`config.mk`:
```
export PLATFORM = sky130hd
export DESIGN_NAME = spi_pkt_master_flat
export DESIGN_NICKNAME = d
export VERILOG_FILES = /design/src/rtl/spi_pkg.sv /design/src/rtl/spi_pkt_master_if.sv /design/src/rtl/spi_byte_engine.sv /design/src/rtl/spi_pkt_master.sv /design/src/flat_wrapper.sv
export SDC_FILE = /design/constraint.sdc
export NUM_CORES = 1
export LEC_CHECK = 0
export ABC_AREA = 1
export BUFFER_PORTS_ARGS = -buffer_cell sky130_fd_sc_hd__buf_2
export CAP_MARGIN = 20
export CORE_MARGIN = 2
export CORE_UTILIZATION = 40
export DETAILED_ROUTE_END_ITERATION = 8
export SKIP_CTS_REPAIR_TIMING = 1
export SLEW_MARGIN = 10
export SYNTH_ARGS = -nofsm -noshare
export SYNTH_HDL_FRONTEND = slang
export SYNTH_SLANG_ARGS = --single-unit
```
`constraint.sdc`:
```
create_clock -name clk -period 3.7 [get_ports clk]
set_input_delay 0.925 -clock clk [delete_from_list [all_inputs] [get_ports clk]]
set_output_delay 0.925 -clock clk [all_outputs]
set_load 0.02 [all_outputs]
```
`src/rtl/spi_pkg.sv`:
```
// Shared definitions for the SPI packet master: FSM state encodings, the SPI
// mode constants and the default timing values.
package spi_pkg;

    // Per-byte frame sequencing used by the byte engine.
    typedef enum logic [2:0] {
        ST_IDLE  = 3'd0,
        ST_LEAD  = 3'd1,
        ST_SHIFT = 3'd2,
        ST_TRAIL = 3'd3,
        ST_GAP   = 3'd4,
        ST_DONE  = 3'd5
    } spi_state_e;

    // Packet-level sequencing in the top: idle, fetching bytes, sending a TX
    // byte, publishing the packet.
    typedef enum logic [1:0] {
        PKT_IDLE = 2'd0,
        PKT_XFER = 2'd1,
        PKT_TX   = 2'd2,
        PKT_DONE = 2'd3
    } pkt_state_e;

    // SPI mode 0: SCK idles low, data sampled on the leading (rising) edge.
    localparam logic SPI_CPOL = 1'b0;
    localparam logic SPI_CPHA = 1'b0;

    localparam int DEF_PKT_BYTES = 3;
    localparam int DEF_CLK_DIV   = 4;
    localparam int DEF_CS_LEAD   = 4;
    localparam int DEF_CS_GAP    = 8;

    // Width of the shared timing counter; all timing parameters must fit.
    localparam int CNT_W = 8;

endpackage

```
`src/rtl/spi_pkt_master_if.sv`:
```
// SPI bus between the packet master (companion FPGA) and the transceiver's
// SPI slave. CS is active-low, SCK idles low.
interface spi_pkt_master_if;
    logic SCK;
    logic CS;
    logic MOSI;
    logic MISO;

    modport master (output SCK, output CS, output MOSI, input MISO);
    modport slave  (input SCK, input CS, input MOSI, output MISO);
endinterface

```
`src/rtl/spi_byte_engine.sv`:
```
// One-byte SPI frame: CS lead, 8 mode-0 bit times MSB first, CS trail, CS gap.
// done is a combinational strobe on the last gap cycle so the caller can chain
// the next frame through start with no idle cycle in between.
module spi_byte_engine
    import spi_pkg::*;
#(
    parameter int CLK_DIV = DEF_CLK_DIV,
    parameter int CS_LEAD = DEF_CS_LEAD,
    parameter int CS_GAP  = DEF_CS_GAP
) (
    input  logic       clk,
    input  logic       rst,
    input  logic       start,
    input  logic [7:0] tx_byte,
    input  logic       miso,
    output logic [7:0] rx_byte,
    output logic       done,
    output logic       sck,
    output logic       cs_n,
    output logic       mosi
);

    localparam logic [CNT_W-1:0] LEAD_TC = CNT_W'(CS_LEAD - 1);
    localparam logic [CNT_W-1:0] DIV_TC  = CNT_W'(CLK_DIV - 1);
    localparam logic [CNT_W-1:0] GAP_TC  = CNT_W'(CS_GAP - 1);

    spi_state_e       state_q, state_d;
    logic [CNT_W-1:0] cnt_q, cnt_d;
    logic [3:0]       bit_cnt_q, bit_cnt_d;
    logic [7:0]       rx_sr_q, rx_sr_d;
    logic [6:0]       tx_sr_q, tx_sr_d;   // bits still to be driven after the current one
    logic             sck_q, sck_d;
    logic             cs_n_q, cs_n_d;
    logic             mosi_q, mosi_d;
    logic             done_s;

    // Next-state and output computation for one byte frame.
    always_comb begin
        state_d   = state_q;
        cnt_d     = cnt_q;
        bit_cnt_d = bit_cnt_q;
        rx_sr_d   = rx_sr_q;
        tx_sr_d   = tx_sr_q;
        sck_d     = sck_q;
        cs_n_d    = cs_n_q;
        mosi_d    = mosi_q;
        done_s    = 1'b0;
        case (state_q)
            ST_IDLE: begin
                if (start) begin
                    state_d = ST_LEAD;
                    cnt_d   = '0;
                    cs_n_d  = 1'b0;
                    tx_sr_d = tx_byte[6:0];
                    mosi_d  = tx_byte[7];
                end else begin
                    cs_n_d = 1'b1;
                    sck_d  = SPI_CPOL;
                    mosi_d = 1'b0;
                end
            end
            ST_LEAD: begin
                if (cnt_q == LEAD_TC) begin
                    state_d   = ST_SHIFT;
                    cnt_d     = '0;
                    bit_cnt_d = 4'd0;
                    sck_d     = SPI_CPOL;
                end else begin
                    cnt_d = cnt_q + 1'b1;
                end
            end
            ST_SHIFT: begin
                if (cnt_q == DIV_TC) begin
                    cnt_d = '0;
                    sck_d = ~sck_q;
                    if (sck_q == SPI_CPOL) begin
                        // Rising edge: capture MISO.
                        rx_sr_d   = {rx_sr_q[6:0], miso};
                        bit_cnt_d = bit_cnt_q + 4'd1;
                    end else begin
                        // Falling edge: present the next MOSI bit.
                        mosi_d  = tx_sr_q[6];
                        tx_sr_d = {tx_sr_q[5:0], 1'b0};
                        if (bit_cnt_q == 4'd8) begin
                            state_d = ST_TRAIL;
                        end else begin
                            state_d = ST_SHIFT;
                        end
                    end
                end else begin
                    cnt_d = cnt_q + 1'b1;
                end
            end
            ST_TRAIL: begin
                if (cnt_q == LEAD_TC) begin
                    state_d = ST_GAP;
                    cnt_d   = '0;
                    cs_n_d  = 1'b1;
                end else begin
                    cnt_d = cnt_q + 1'b1;
                end
            end
            ST_GAP: begin
                if (cnt_q == GAP_TC) begin
                    done_s = 1'b1;
                    cnt_d  = '0;
                    if (start) begin
                        state_d = ST_LEAD;
                        cs_n_d  = 1'b0;
                        tx_sr_d = tx_byte[6:0];
                        mosi_d  = tx_byte[7];
                    end else begin
                        state_d = ST_IDLE;
                    end
                end else begin
                    cnt_d = cnt_q + 1'b1;
                end
            end
            default: begin
                state_d = ST_IDLE;
                cnt_d   = '0;
                cs_n_d  = 1'b1;
                sck_d   = SPI_CPOL;
                mosi_d  = 1'b0;
            end
        endcase
    end

    // Frame state, counters and registered SPI pins.
    always_ff @(posedge clk or posedge rst) begin
        if (rst) begin
            state_q   <= ST_IDLE;
            cnt_q     <= '0;
            bit_cnt_q <= 4'd0;
            rx_sr_q   <= 8'h00;
            tx_sr_q   <= 7'h00;
            sck_q     <= SPI_CPOL;
            cs_n_q    <= 1'b1;
            mosi_q    <= 1'b0;
        end else begin
            state_q   <= state_d;
            cnt_q     <= cnt_d;
            bit_cnt_q <= bit_cnt_d;
            rx_sr_q   <= rx_sr_d;
            tx_sr_q   <= tx_sr_d;
            sck_q     <= sck_d;
            cs_n_q    <= cs_n_d;
            mosi_q    <= mosi_d;
        end
    end

    assign rx_byte = rx_sr_q;
    assign done    = done_s;
    assign sck     = sck_q;
    assign cs_n    = cs_n_q;
    assign mosi    = mosi_q;

endmodule

```
`src/rtl/spi_pkt_master.sv`:
```
// SPI packet master: on each rising edge of the transceiver's pkt_rec, fetches
// PKT_BYTES bytes, one CS frame per byte, and publishes them on pkt_data with
// a one-cycle pkt_valid. The first byte lands in the MSBs.
// Optional build macro SPI_PKT_MASTER_TX_EN adds a single-byte TX frame
// (tx_req / tx_byte / tx_done); without it MOSI stays 0.
module spi_pkt_master
    import spi_pkg::*;
#(
    parameter int PKT_BYTES = DEF_PKT_BYTES,
    parameter int CLK_DIV   = DEF_CLK_DIV,
    parameter int CS_LEAD   = DEF_CS_LEAD,
    parameter int CS_GAP    = DEF_CS_GAP
) (
    input  logic                   clk,
    input  logic                   rst,
    input  logic                   pkt_rec,
    spi_pkt_master_if.master       bus,
    output logic [8*PKT_BYTES-1:0] pkt_data,
    output logic                   pkt_valid,
    output logic                   busy,
    output logic                   overrun
`ifdef SPI_PKT_MASTER_TX_EN
    ,
    input  logic                   tx_req,
    input  logic [7:0]             tx_byte,
    output logic                   tx_done
`endif
);

    localparam logic [7:0] LAST_BYTE = 8'(PKT_BYTES - 1);

    logic                   sync1_q, sync2_q, edge_q;
    logic                   rise_s;
    pkt_state_e             state_q, state_d;
    logic [7:0]             byte_cnt_q, byte_cnt_d;
    logic [8*PKT_BYTES-1:0] staging_q, staging_d;
    logic [8*PKT_BYTES-1:0] pkt_data_q, pkt_data_d;
    logic                   pkt_valid_q, pkt_valid_d;
    logic                   busy_q, busy_d;
    logic                   overrun_q, overrun_d;
`ifdef SPI_PKT_MASTER_TX_EN
    logic                   tx_done_q, tx_done_d;
`endif

    logic                   eng_start_s;
    logic [7:0]             eng_tx_byte_s;
    logic [7:0]             eng_rx_s;
    logic                   eng_done_s;
    logic                   eng_sck_s, eng_cs_n_s, eng_mosi_s;

    // Two-flop synchroniser for pkt_rec plus the edge flop for rise detection.
    always_ff @(posedge clk or posedge rst) begin
        if (rst) begin
            sync1_q <= 1'b0;
            sync2_q <= 1'b0;
            edge_q  <= 1'b0;
        end else begin
            sync1_q <= pkt_rec;
            sync2_q <= sync1_q;
            edge_q  <= sync2_q;
        end
    end

    assign rise_s = sync2_q & ~edge_q;

    // Packet FSM: trigger, byte sequencing, staging and publication.
    always_comb begin
        state_d       = state_q;
        byte_cnt_d    = byte_cnt_q;
        staging_d     = staging_q;
        pkt_data_d    = pkt_data_q;
        pkt_valid_d   = 1'b0;
        busy_d        = busy_q;
        overrun_d     = 1'b0;
        eng_start_s   = 1'b0;
        eng_tx_byte_s = 8'h00;
`ifdef SPI_PKT_MASTER_TX_EN
        tx_done_d     = 1'b0;
`endif
        case (state_q)
            PKT_IDLE: begin
                if (rise_s) begin
                    state_d     = PKT_XFER;
                    byte_cnt_d  = 8'd0;
                    busy_d      = 1'b1;
                    eng_start_s = 1'b1;
`ifdef SPI_PKT_MASTER_TX_EN
                end else if (tx_req) begin
                    state_d       = PKT_TX;
                    busy_d        = 1'b1;
                    eng_start_s   = 1'b1;
                    eng_tx_byte_s = tx_byte;
`endif
                end else begin
                    busy_d = 1'b0;
                end
            end
            PKT_XFER: begin
                overrun_d = rise_s;
                if (eng_done_s) begin
                    for (int i = 0; i < PKT_BYTES; i++) begin
                        staging_d[8*(PKT_BYTES-1-i) +: 8] = (byte_cnt_q == 8'(i)) ?
                            eng_rx_s : staging_q[8*(PKT_BYTES-1-i) +: 8];
                    end
                    if (byte_cnt_q == LAST_BYTE) begin
                        state_d = PKT_DONE;
                    end else begin
                        byte_cnt_d  = byte_cnt_q + 8'd1;
                        eng_start_s = 1'b1;
                    end
                end else begin
                    state_d = PKT_XFER;
                end
            end
`ifdef SPI_PKT_MASTER_TX_EN
            PKT_TX: begin
                // MISO is shifted in by the engine but never stored here.
                overrun_d = rise_s;
                if (eng_done_s) begin
                    tx_done_d = 1'b1;
                    busy_d    = 1'b0;
                    state_d   = PKT_IDLE;
                end else begin
                    state_d = PKT_TX;
                end
            end
`endif
            PKT_DONE: begin
                // A rise landing here is not counted as overrun; it is picked
                // up from IDLE only if the edge flop has not yet caught up.
                pkt_data_d  = staging_q;
                pkt_valid_d = 1'b1;
                busy_d      = 1'b0;
                state_d     = PKT_IDLE;
            end
            default: begin
                state_d = PKT_IDLE;
                busy_d  = 1'b0;
            end
        endcase
    end

    // Packet state and registered outputs.
    always_ff @(posedge clk or posedge rst) begin
        if (rst) begin
            state_q     <= PKT_IDLE;
            byte_cnt_q  <= 8'd0;
            staging_q   <= '0;
            pkt_data_q  <= '0;
            pkt_valid_q <= 1'b0;
            busy_q      <= 1'b0;
            overrun_q   <= 1'b0;
`ifdef SPI_PKT_MASTER_TX_EN
            tx_done_q   <= 1'b0;
`endif
        end else begin
            state_q     <= state_d;
            byte_cnt_q  <= byte_cnt_d;
            staging_q   <= staging_d;
            pkt_data_q  <= pkt_data_d;
            pkt_valid_q <= pkt_valid_d;
            busy_q      <= busy_d;
            overrun_q   <= overrun_d;
`ifdef SPI_PKT_MASTER_TX_EN
            tx_done_q   <= tx_done_d;
`endif
        end
    end

    spi_byte_engine #(
        .CLK_DIV (CLK_DIV),
        .CS_LEAD (CS_LEAD),
        .CS_GAP  (CS_GAP)
    ) u_engine (
        .clk     (clk),
        .rst     (rst),
        .start   (eng_start_s),
        .tx_byte (eng_tx_byte_s),
        .miso    (bus.MISO),
        .rx_byte (eng_rx_s),
        .done    (eng_done_s),
        .sck     (eng_sck_s),
        .cs_n    (eng_cs_n_s),
        .mosi    (eng_mosi_s)
    );

    assign bus.SCK   = eng_sck_s;
    assign bus.CS    = eng_cs_n_s;
    assign bus.MOSI  = eng_mosi_s;
    assign pkt_data  = pkt_data_q;
    assign pkt_valid = pkt_valid_q;
    assign busy      = busy_q;
    assign overrun   = overrun_q;
`ifdef SPI_PKT_MASTER_TX_EN
    assign tx_done   = tx_done_q;
`endif

endmodule

```
`src/flat_wrapper.sv`:
```
// flat-port wrapper written by rule: the top's interface ports become plain ports
module spi_pkt_master_flat import spi_pkg::*;
#(
    parameter int PKT_BYTES = DEF_PKT_BYTES,
    parameter int CLK_DIV   = DEF_CLK_DIV,
    parameter int CS_LEAD   = DEF_CS_LEAD,
    parameter int CS_GAP    = DEF_CS_GAP
)
  (clk, rst, pkt_rec, pkt_data, pkt_valid, busy, overrun, bus_SCK, bus_CS, bus_MOSI, bus_MISO);
  spi_pkt_master_if bus_i ();
  input  logic clk;
  input  logic rst;
  input  logic pkt_rec;
  output logic [8*PKT_BYTES-1:0] pkt_data;
  output logic pkt_valid;
  output logic busy;
  output logic overrun;
  output wire logic [$bits(bus_i.SCK)-1:0] bus_SCK;
  output wire logic [$bits(bus_i.CS)-1:0] bus_CS;
  output wire logic [$bits(bus_i.MOSI)-1:0] bus_MOSI;
  input wire logic [$bits(bus_i.MISO)-1:0] bus_MISO;
  assign bus_SCK = bus_i.SCK;
  assign bus_CS = bus_i.CS;
  assign bus_MOSI = bus_i.MOSI;
  assign bus_i.MISO = bus_MISO;
  spi_pkt_master #(.PKT_BYTES(PKT_BYTES), .CLK_DIV(CLK_DIV), .CS_LEAD(CS_LEAD), .CS_GAP(CS_GAP)) u_core (.clk(clk), .rst(rst), .pkt_rec(pkt_rec), .bus(bus_i), .pkt_data(pkt_data), .pkt_valid(pkt_valid), .busy(busy), .overrun(overrun));
endmodule
```
==> key figures <==
Die
  – I/O pin count: 34
  – Initial Util: 0.409
  – Die W: 104 µm
  – DIE AREA: roughly 11000 µm²
  – Die H: approximately 100 µm
  – Row cnt: 36
  – Core footprint: slightly below 10000 µm²

Setup path
  – Element type at the critical path end: primary output
  – CP bufs+invs: 1
  – Critical Path RT: around 2.8 ns
  – Crit path arrival time: 1.07 ns
  – Critical path's top delay family: flip-flops
  – CP peak stage delay: ~0.54 ns
  – CP Cell Sequence: buf_2
  – CP max FO: 2
  – Worst setup path class: reg -> out
  – CP max stage cell: dfstp_2
  – R2r setup slk: between 1.5 and 2 ns
  – Type of origin of the critical path: flop

Global routing
  – GRT busiest layer: met2
  – Met1 usage: 0.201
  – Wire length of the first global-routing pass: 13300 µm
  – Antenna violations before repair: 0
  – Global-route usage over all layers: 0.153
  – GR Layer Usage met3: 0.0340
  – Largest net degree at the start of global routing: 49
  – Met2 Track Usage GR: 0.247
  – Grt ovf: 0
  – Vias in the first global route: between 2000 and 3000

Job
  – Max_cap viols: 0

Run status
  – Outcome: completed

Synth
  – Unique masters post-synth: 32
  – Gate Count Post-Synth: roughly 450
  – Avg Synthesized Cell Area: 8.75 µm²
  – Ranking of synthesized cells by area: dfrtp_1, nand2_1, o21ai_1, inv_1, o21ai_0
  – Cell area after synthesis: between 3000 and 4000 µm²
  – Seq cells post-synth: between 80 and 90
  – Synth Warn #: 0
  – Post-synthesis sequential area ratio: 0.562
  – Yosys top cell by area: dfrtp_1
  – Yosys top cell area share: 0.555
  – Syn nets: around 460

CTS
  – Worst skew pair latency: roughly 0.37 ns
  – CTS Buffer Depth: 2
  – CTS root buf: clkbuf_8
  – CTS clock-pin slew for the worst setup and hold paths: approximately 0.10 ns
  – Num CTS Buffers: 9
  – H-tree levels: 3
  – CTS tree: built
  – Clock Sinks: 89

Timing
  – RSZ-0062 raised after global routing: no
  – Clk_skew: 0.0153 ns
  – Final slew viol count: 0
  – Final Critical Period: roughly 2 ns
  – Worst slew margin: 0.431
  – Final setup TNS: 0 ns
  – Max Freq: between 500 and 600 MHz
  – Setup violators final: 0
  – Final hold slack: approximately 0.36 ns
  – Tcrit/Tclk final: 0.538
  – Slew @ Worst Pin: approximately 0.85 ns
  – Final hold violation count: 0

Final layout
  – Commonest non-fill, non-tap cell in the layout: nand2_1
  – Antenna cell count: 0
  – Filler cells: ~950
  – Area Growth Syn to Fin: 12.2%
  – Area of the multi-input gates: around 1500 µm²
  – Commonest cells after routing, fill and taps aside: nand2_1, dfrtp_1, inv_1
  – Storage cell area: roughly 2200 µm²
  – NumNets Final: 497
  – Share of layout cells above drive strength 1: 0.159

Drt
  – Vias: between 2000 and 3000
  – Post-route ant nets: 0
  – Vias per cell: about 4.7
  – Drt pass-1 iters: 4
  – Post-route DRC: 0
  – Final WL: approximately 7600 µm
  – Initial DRC count: 143
  – WL/cell: ~12 µm

Power
  – Static Leakage: about 2.3 nW
  – IR drop worst, VDD: between 0.2 and 0.25 mV
  – Pwr Density: about 520 nW/µm²
  – Power, Total: 2.33 mW

Placed design
  – Gpl congestion: just over 0.8
  – HPWL after detailed placement: between 5000 and 6000 µm
  – Port-buffer cells: 32

Hold path
  – Worst hold path type: reg -> reg
==> final cells by class <==
| cell class | instances | share of cell area |
|---|---|---|
| Clock buffer | 9 | 0.0278 |
| Clock inverter | 7 | 0.0157 |
| Inverter | 40 | 0.0340 |
| Multi-Input combinational cell | 313 | 0.344 |
| Sequential cell | 89 | 0.501 |
| Tap cell | 133 | 0.0374 |
| Timing Repair Buffer | 33 | 0.0405 |
==> power by group <==
part           internal (mW)  leakage [nW]  switching (mW)  total [mW]
Sequential              1.06          1.21          0.0704        1.13
Combinational          0.166          1.01           0.373       0.539
Clock                  0.263        0.0955           0.394       0.657
Total                   1.49          2.32           0.837        2.33
==> metal layers <==
metal / part of all wire / wire [µm]
met5: 0 / 0
met3: 0.031 / 239
met1: 0.49 / 3720
met2: 0.46 / 3530
met4: 0.015 / 116
==> cells in the mapped netlist, drive strengths merged <==
cell	number
conb	1
xor2	9
buf	7
o2bb2ai	1
o21ai	50
dfrtp	88
nor3	8
inv	40
a21oi	6
o22ai	1
clkbuf	4
nand2	172
nor2	32
dfstp	1
xnor2	1
nand4	2
or2	3
nand3	19
o21bai	1
ha	7
==> through the flow <==
step | setup slack [ns] | cells | utilization | cell area [µm²]
floorplan | 0.470 | 453 | - | 3970
detailed placement | 1.77 | 608 | 0.439 | 4260
CTS | 1.69 | 624 | 0.459 | 4450
global route | 1.51 | 624 | 0.459 | 4450
global placement | 1.86 | 608 | 0.439 | 4260
finish | 1.71 | 624 | 0.459 | 4450
==> final timing paths <==
path	from	end	cells past startpoint
setup / recovery	u_core.u_engine.cs_n	bus_CS	1
hold / removal	u_core.sync1_q	u_core.sync2_q	0
setup reg to reg	u_core.byte_cnt_q[0]	u_core.u_engine.cnt_q[2]	10
hold reg to reg	u_core.sync1_q	u_core.sync2_q	0
max in group asynchronous	rst	u_core.u_engine.cs_n	3
min in group asynchronous	rst	u_core.byte_cnt_q[3]	2
==> registers in the layout, indices dropped and copies added (netlist names), 2 cells and up <==
| name | flops |
|---|---|
| u_core.u_engine.cnt_q | 8 |
| u_core.byte_cnt_q | 8 |
| u_core.u_engine.bit_cnt_q | 4 |
| u_core.u_engine.rx_byte | 8 |
| u_core.staging_q | 24 |
| u_core.state_q | 2 |
| u_core.pkt_data | 24 |
| u_core.u_engine.state_q | 3 |
==> cell families (layout without fill, tap and decap cells) <==
kind of cell             after synthesis  in the layout  share of synthesized area
buffers and inverters                 51             89                     0.0524
AND/OR/NAND/NOR                      236            236                      0.262
flip-flops                            89             89                      0.562
XOR/XNOR                              10             10                     0.0221
AO/OA/AOI/OAI                         59             59                     0.0783
adder cells (fa/ha/maj)                7              7                     0.0221
other                                  1              1                   0.000946
(Power assumes the default switching activity.)
